===== src/rtl/sample_packer.sv =====
// Record FIFO plus LSB-first byte serializer feeding the FX2 sample handshake.
// Optional saturating drop counter enabled by defining SAMPLE_PACKER_LOSTCNT_EN.
module sample_packer #(
  parameter int RECORD_BYTES = 6,
  parameter int FIFO_ADDR_W  = 4
) (
  input  logic                      fx2_clk,
  input  logic                      reset,
  input  logic [8*RECORD_BYTES-1:0] record,
  input  logic                      record_valid,
  output logic                      record_drop,
  output logic [FIFO_ADDR_W:0]      fifo_level,
  output logic [7:0]                sample,
  output logic                      sample_rdy,
  input  logic                      sample_ack,
  output logic [15:0]               lost_count
);

  localparam int RW    = 8 * RECORD_BYTES;
  localparam int DEPTH = 1 << FIFO_ADDR_W;
  localparam int IDX_W = $clog2(RECORD_BYTES);
  localparam logic [IDX_W-1:0]     LAST_IDX  = IDX_W'(RECORD_BYTES - 1);
  localparam logic [FIFO_ADDR_W:0] DEPTH_LVL = (FIFO_ADDR_W + 1)'(DEPTH);

  typedef enum logic {IDLE, SEND} state_t;

  // Handshake: a byte moves on any cycle where sample_rdy and sample_ack are both 1;
  // sample/sample_rdy hold steady while sample_ack is low.
  state_t                 state_q, state_d;
  logic [RW-1:0]          mem [DEPTH];
  logic [FIFO_ADDR_W-1:0] wr_ptr, rd_ptr;
  logic [FIFO_ADDR_W:0]   count_q;
  logic [RW-1:0]          s_q;
  logic [IDX_W-1:0]       idx_q;
  logic                   full, push, drop, pop, shift, nonempty;

  assign full     = (count_q == DEPTH_LVL);
  assign nonempty = (count_q != '0);
  // A full FIFO drops the record even if a pop frees a slot this cycle.
  assign push     = record_valid && !full;
  assign drop     = record_valid && full;

  always_comb begin
    state_d = state_q;
    pop     = 1'b0;
    shift   = 1'b0;
    case (state_q)
      IDLE: begin
        if (nonempty) begin
          pop     = 1'b1;
          state_d = SEND;
        end
      end
      SEND: begin
        if (sample_ack) begin
          if (idx_q != LAST_IDX) begin
            shift = 1'b1;
          end else if (nonempty) begin
            pop = 1'b1;
          end else begin
            state_d = IDLE;
          end
        end
      end
      default: state_d = IDLE;
    endcase
  end

  always_ff @(posedge fx2_clk) begin
    if (push) mem[wr_ptr] <= record;
  end

  always_ff @(posedge fx2_clk) begin
    if (reset) begin
      state_q     <= IDLE;
      wr_ptr      <= '0;
      rd_ptr      <= '0;
      count_q     <= '0;
      s_q         <= '0;
      idx_q       <= '0;
      record_drop <= 1'b0;
    end else begin
      state_q     <= state_d;
      record_drop <= drop;
      if (push) wr_ptr <= wr_ptr + 1'b1;
      if (pop)  rd_ptr <= rd_ptr + 1'b1;
      case ({push, pop})
        2'b10:   count_q <= count_q + 1'b1;
        2'b01:   count_q <= count_q - 1'b1;
        default: count_q <= count_q;
      endcase
      if (pop) begin
        s_q   <= mem[rd_ptr];
        idx_q <= '0;
      end else if (shift) begin
        s_q   <= s_q >> 8;
        idx_q <= idx_q + 1'b1;
      end
    end
  end

  assign fifo_level = count_q;
  assign sample_rdy = (state_q == SEND);
  assign sample     = sample_rdy ? s_q[7:0] : 8'h00;

`ifdef SAMPLE_PACKER_LOSTCNT_EN
  logic [15:0] lost_q;
  // Counts alongside the record_drop flop so both become visible together.
  always_ff @(posedge fx2_clk) begin
    if (reset) begin
      lost_q <= '0;
    end else if (drop && lost_q != 16'hFFFF) begin
      lost_q <= lost_q + 16'd1;
    end
  end
  assign lost_count = lost_q;
`else
  assign lost_count = 16'h0000;
`endif

endmodule


===== config.mk =====
export PLATFORM = sky130hd
export DESIGN_NAME = sample_packer
export DESIGN_NICKNAME = d
export VERILOG_FILES = /design/src/rtl/sample_packer.sv
export SDC_FILE = /design/constraint.sdc
export NUM_CORES = 1
export LEC_CHECK = 0
export CELL_PAD_IN_SITES_DETAIL_PLACEMENT = 0
export CELL_PAD_IN_SITES_GLOBAL_PLACEMENT = 2
export CORE_MARGIN = 3
export CORE_UTILIZATION = 52
export CTS_CLUSTER_DIAMETER = 40
export DETAILED_ROUTE_END_ITERATION = 6
export HOLD_SLACK_MARGIN = 0.03
export PLACE_DENSITY_LB_ADDON = 0.2
export SKIP_LAST_GASP = 1
export SYNTH_ARGS = -nofsm -noshare
export SYNTH_HDL_FRONTEND = slang
export SYNTH_SLANG_ARGS = --single-unit
export TNS_END_PERCENT = 10

===== constraint.sdc =====
create_clock -name fx2_clk -period 15.25 [get_ports fx2_clk]
set_clock_uncertainty 0.05 [all_clocks]
set_input_delay 3.8125 -clock fx2_clk [delete_from_list [all_inputs] [get_ports fx2_clk]]
set_output_delay 3.8125 -clock fx2_clk [all_outputs]
set_load 0.02 [all_outputs]

**After elaboration in Yosys (flattened, before gate mapping)**

Memories as Yosys holds them, arrays and structs flattened. A register that Yosys moved wholly into a read port is not among the register bits.
Index checks and enable logic that the tools add are counted.

- Input bits: 52
- RAM bits: 768
- Memories: 1
- Bits in registers: 66
- Output and inout bits: 31

Memories:

| name | depth | bits a word | read ports | clocked after memory_dff | write ports | line | RTL |
|---|---|---|---|---|---|---|---|
| mem | 16 | 48 | 1 | 1 | 1 | 30 | `logic [RW-1:0] mem [DEPTH];` |

- Add/sub/neg operators: 5
- Reduce and logical (&&, ||, !) cells: 7
- Equal/unequal tests: 4
- Bitwise logic cells: 1
- Multiplexer cells: 18

Operators by type and width:

| cell | count |
|---|---|
| $mux 48 | 2 |
| $mux 1 | 10 |
| $pmux 5 s2 | 1 |
| $add 4x1->4 const B | 2 |
| $mux 4 | 2 |
| $mux 8 | 1 |
| $add 5x1->5 const B | 1 |
| $eq 5x5->1 const B | 1 |
| $reduce_bool 5->1 | 1 |
| $sub 5x1->5 const B | 1 |
| $pmux 1 s2 | 2 |
| $reduce_bool 2->1 | 2 |
| $add 3x1->3 const B | 1 |
| $ne 3x3->1 const B | 1 |
| $eq 2x1->1 const B | 1 |
| $eq 2x2->1 const B | 1 |
| $logic_and 1x1->1 | 2 |
| $reduce_or 2->1 | 1 |
| $logic_not 1->1 | 1 |
| $not 1->1 | 1 |

**Longest topological paths before layout**

- Depth after elaboration: 7
- Mapped depth: 14
- Depth with buffers taken out: 12

**Worst setup path before layout**

OpenSTA, ideal clock, no wires.

- Path kind: input port to flip-flop
- Start point: input record_valid
- End point: memory mem[0][0] in the netlist's numbering (enable)
- Setup time: 0.513 ns
- Stages on the path: 3
- Arrival: 7.644 ns
- Path buffers: 0
- Required time: 14.687 ns
- Slack: 7.043 ns
- Cell sequence: a21boi_1 > nand2_1 > nor3_1

- Longest elaborated chain between the ends: 3

Ends and longest elaborated chain:

| what | line | RTL |
|---|---|---|
| from (decl) | 10 | `input logic record_valid,` |
| $logic_and 1x1->1 | 40 | `assign push = record_valid && !full;` |
| $mux 1 | 70 | `if (push) mem[wr_ptr] <= record;` |
| $mux 1 (implied by the code) | 70 |  |
| to (decl) | 30 |  |

Every way passes these cells.

**Worst setup path after layout**

- Start point: input record_valid
- End point: memory mem[1][19] in the netlist's numbering (enable)

Same word-level chain as after synthesis.

==> reports/metrics.yaml <==
crit_start: "record_valid"
antenna_found_initial: 3
cts_root_buf: "clkbuf_16"
wl_per_cell_um: 27.51
core_um2: 60920
final_max_slew_viol_count: 0
track_usage_pct: 23.01
start_kind: "primary input"
crit_fanout: 39
rr_endpoint: "s_q[5]"
r2r_cells: 6
grt-ovfl-total: 0
post-route-worst-setup-slack_ns: 8.511
rsz0062_at_grt: "false"
clkPwrFrac_pct: 41.6
grt_max_degree: 118
avgViaCountPerCell: 6.061
worstPathRequired_ns: 15.47
max_freq_ghz: 0.1484
cts.path.max_buffers: 3
drt.antenna.violating_nets: 0
grt_pass1_vias: 16707
vias: 16643
drc_errors: 0
place_ws_ns: 7.770
yosys_warnings: 0
switching_power_mw: 1.720
ios: 83
ir_drop_mv: 0.1284
finalHoldViolations: 0
netlist_instances: 1720
worst_slew_pin_slew_ns: 1.121
setup-tns-final_ns: 0
syn_area_per_cell_um2: 18.81
whs_ns: 0.4351
port_buffers: 66
die_w_um: 255.5
fin_crit_ns: 6.739
p_per_area_nw_per_um2: 170.9
final_cell_mix: "768 x edfxtp_1, 287 x mux2i_1, 115 x clkbuf_16"
drt_iter0_drc: 1501
cap_violations: 0
arrival_ns: 6.96
synth.cell_area_um2: 32360
relSlewSlack_pct: 24.86
finalSetupViolations: 0
synth-edff-count: 768
finalNetCount: 1882
p_seq_share_pct: 42.7
regToRegSetupSlack_ns: 11.32
crit_type: "in -> reg"
ys_seq_area_share_pct: 75.60
area_growth_pct: 16.78
ys_types: 56
status: "completed"
final_common_cell: "edfxtp_1"
dr.pass1.iters: 5
fin_cells: 2746
cts_max_level: 3
synth_seq_cells: 838
leakage_nw: 11.68
postCtsSetupBuffers: 0
die_h_um: 255.5
cts_resized: 0
end_kind: "flop"
worstSkewPairLatency_ns: 0.66
power_mw: 6.457
cts_sinks: 838
power_frac_comb_pct: 15.7
holdCritPathClass: "reg -> reg"
layout-drive-gt1-share_pct: 18.05
start_util_pct: 53.12
cts_tree: "built"
gp_congestion: 0.7374
wl_um: 75530
intPower_mw: 4.737
dp_hpwl_um: 38570
die_area_um2: 65260
grt_first_pass_wirelength_um: 110600
cts-hold-fix-buffers: 0
cts.clk_slew.worst_paths_ns: 0.06
rows: 90
numCtsBuffers: 111
dpl.cell_count: 2534
async_flop_share_pct: 0
synth-main-ff-cell: "edfxtp_1"
crit_path_end: "mem[1][19]"
fin_crit_sh_pct: 44.19
switching_share_pct: 26.63
[registers in the layout, indices dropped and copies added, names as in the netlist, named ones only]
register / cells
sample_rdy: 1
idx_q: 3
fifo_level: 5
record_drop: 1
rd_ptr: 4
mem: 768
s_q: 48
wr_ptr: 4
[cell families (layout without fill, tap and decap cells)]
| kind of cell | Yosys count | after routing | synth area share [%] |
|---|---|---|---|
| compound gates | 233 | 233 | 5.131 |
| xor+xnor | 10 | 10 | 0.2707 |
| fa+ha+maj | 11 | 11 | 0.4253 |
| buf+inv | 136 | 318 | 2.247 |
| flops | 838 | 838 | 75.60 |
| mux | 369 | 369 | 14.27 |
| other cells | 1 | 17 | 0.01159 |
| simple gates | 122 | 122 | 2.042 |
[power by group through the flow]
stage / combinational, mW / clock [mW] / sequential, mW
6_report: 1.01 / 2.69 / 2.76
5_1_grt: 1.09 / 2.83 / 2.77
3_3_place_gp: 0.998 / 0 / 2.80
3_5_place_dp: 1.01 / 0 / 2.81
4_1_cts: 1.02 / 2.73 / 2.76
2_1_floorplan: 0.782 / 0 / 2.73
[per-stage QoR]
stage               util (%)  cell area (µm²)
floorplan                  -            32410
global placement       55.53            33830
detailed placement     55.53            33830
CTS                    62.03            37790
global route           62.03            37790
finish                 62.03            37790
[routing by layer]
metal	vias to the layer above	GRT usage (%)	share of wire [%]
met5	-	0	0.034
met4	4	6.921	2.4
met3	113	4.823	6.9
met2	581	36.20	47
met1	8693	32.82	43
li1	7252	-	-
[worst min-delay path by stage]
| stage | from | to | cells past startpoint |
|---|---|---|---|
| finish | rd_ptr[3] | flop | 2 |
| detailed placement | rd_ptr[1] | flop | 2 |
| CTS | rd_ptr[3] | flop | 2 |
| global route | s_q[44] | s_q[44] | 1 |
| global placement | rd_ptr[3] | flop | 2 |
| floorplan | s_q[46] | s_q[46] | 1 |
[worst max-delay path: stages]
cell and delay, ns:
clkdlybuf4s50_1 0.53, a21boi_1 0.50, nand2_1 0.36, nor3_2 0.92, buf_4 0.80
[synthesized netlist by cell type, drive strengths merged, types with 4 or more instances]
library cell  count  area [µm²]
edfxtp          768       23060
mux2i           287        2873
a221oi           79       691.9
o22ai            79       494.2
buf              78       505.5
mux4             73        1644
dfxtp            70        1401
clkbuf           49       187.7
nor3             45       225.2
o21ai            44       220.2
nor2             25       101.4
ha               11       137.6
and2             10       62.56
nand2            10       37.54
mux2              9       101.4
nor4              9       71.32
a221o             8       80.08
inv               8       30.03
xor2              7       61.31
a21oi             5       25.02
nand3             4       20.02
[layout make-up]
class | instances | area [µm²]
tap | 828 | 1036
antenna | 1 | 2.502
inverter | 9 | 33.78
timing repair buffer | 98 | 923.4
multi-input combinational | 761 | 7358
sequential | 838 | 24480
fill | 4326 | 23130
clock inverter | 86 | 1023
clock buffer | 125 | 2935
Power figures use the tool's default switching activity.
==> patch: new RTL, same flow settings <==
Change the parameter `FIFO_ADDR_W` from 4 to 3.
--- a/src/rtl/sample_packer.sv
+++ b/src/rtl/sample_packer.sv
@@ -4,3 +4,3 @@
   parameter int RECORD_BYTES = 6,
-  parameter int FIFO_ADDR_W  = 4
+  parameter int FIFO_ADDR_W  = 3
 ) (
Ports: changed (resized fifo_level); port bits go from 83 to 82. No check against the original RTL was run, so the function may have changed too.
==> patch against the original RTL <==
Synthesized cell count decreased by 47%. Worst setup slack improved by 0.049 ns. Routed wire length decreased by 53%. Count of clock-buffer cells in the layout decreased by 54. Sequential cell count decreased by 388. Clock power decreased by 54%. Cell area decreased by 46%. Combinational power decreased by 32%. Utilization decreased by 0.37 points. Total power decreased by 46%. Area after synthesis decreased by 46%. Largest power group unchanged.
==> patch: results (changes against the original RTL) <==
Parameter                              Value

Status
  Run status ... finished clean

STA
  Max transition margin ... 31.2% (+6.4 points)

Place
  Placed cell areas ... 0.0185 mm² (-45%)
  Placer congestion estimate ... 0.693 (-6.1%)
  Count of input and output buffers ... 65 (-1.5%)
  Detail Placement HPWL ... 18.3 mm (-53%)

Final layout
  Final-stage net count ... 1,053 (-44%)
  Layout cell share with drive strength beyond 1 ... 22.6% (+4.6 points)
  Max FFs per register ... 384 (-50%)
  Diodes inserted ... 0 (-1)

Synthesis
  Top cells by count, synth ... edfxtp_1, mux4_2, nand2_1
  Netlist cell types ... 44 (-21%)
  Proportion of synthesized chip area in sequential cells ... 73.5% (-2.2 points)
  Average size of a mapped cell ... 19.1 µm² (+1.7%)
  Number of enable-type register cells in the synthesized netlist ... 384 (-50%)

Routing
  Drt initial violations ... 717 (-52%)
  Final routed wire length divided by cell count ... 23.9 µm (-13%)
  Via count normalized by instance count ... 5.82 (-3.9%)

Clock tree
  Number of levels the H-tree was split into ... 2 (-1)
  Num CTS Buffers ... 53 (-52%)

GRT
  Largest net degree at the start of global routing ... 75 (-36%)
  Number of antenna violations at the first check in global routing ... 1 (-2)
  Number of global-route vias before repair ... 9,102 (-46%)
  Total routing resource utilization after global routing ... 20.2% (-2.8 points)

Pwr
  Leakage component of the power ... 6.37 nW (-45%)

Min path
  Hold path depth ... 1 (-1)

Setup path
  Slowest stage delay, CP ... 0.77 ns (-0.15 ns)
  Crit Reg-Reg Endpoint ... fifo_level[2]
  Reg2reg setup slack ... 11.68 ns (+0.36 ns)
  Slowest cell on crit path ... buf_4
[patch: cell types whose count changed after synthesis, sizes merged, moves of 35 or more]
cell / before / now
a221oi: 79 / 0
o21ai: 44 / 3
edfxtp: 768 / 384
o22ai: 79 / 6
nor2b: 1 / 37
nor3: 45 / 4
nand2: 10 / 79
mux2i: 287 / 19
a211oi: 1 / 36
[patch: worst max-delay path by stage]
stage	to	cells past startpoint	start
after detailed placement	fifo_level[2]	12	sample_ack
final	fifo_level[2]	12	sample_ack
after global routing	fifo_level[2]	12	sample_ack
after floorplan	mem[0][0]	2	record_valid
after global placement	fifo_level[2]	12	sample_ack
after CTS	fifo_level[2]	12	sample_ack
[patch: per-stage QoR]
step | total power [mW] | setup slack [ns] | hold slack (ns) | utilization (%)
after floorplan | 2.11 | 6.14 | 0.382 | -
after global placement | 2.27 | 8.11 | 0.397 | 56.2
after detailed placement | 2.29 | 8.02 | 0.396 | 56.2
after CTS | 3.55 | 8.58 | 0.415 | 61.7
after global routing | 3.66 | 8.35 | 0.439 | 61.7
final | 3.51 | 8.56 | 0.409 | 61.7
[patch: cell families after synthesis]
kind of cell	share of synthesized area, %
adder cells (fa/ha/maj)	0.501
XOR/XNOR	0.400
multiplexers	13.5
AND/OR/NAND/NOR	4.48
buffers and inverters	2.73
AO/OA/AOI/OAI	4.91
flip-flops	73.5
other	0.0214
[patch: per-layer routing]
| layer | track usage [%] | routed length, µm |
|---|---|---|
| met5 | 0 | 15 |
| met4 | 5.43 | 774 |
| met3 | 3.63 | 1690 |
| met2 | 34.0 | 18000 |
| met1 | 27.6 | 15000 |
[patch: cell type report]
type / count / area (µm²)
clock inverter: 29 / 295
inverter: 4 / 15.0
sequential: 450 / 12900
clock buffer: 71 / 1500
tap: 442 / 553
timing repair buffer: 81 / 766
multi-input combinational: 404 / 4270
fill: 2390 / 12600
[patch: power by group through the flow]
stage          sequential, mW  clock (mW)  combinational, mW
2_1_floorplan            1.54           0              0.562
3_3_place_gp             1.59           0              0.679
3_5_place_dp             1.59           0              0.696
4_1_cts                  1.57        1.28              0.698
5_1_grt                  1.58        1.34              0.744
6_report                 1.57        1.25              0.687
[patch: critical path: cells and delay by family]
kind / cells / cell delay (ns)
buf+inv: 3 / 1.56
simple gates: 2 / 0.48
fa+ha+maj: 2 / 0.55
compound gates: 3 / 0.43
xor+xnor: 2 / 0.27
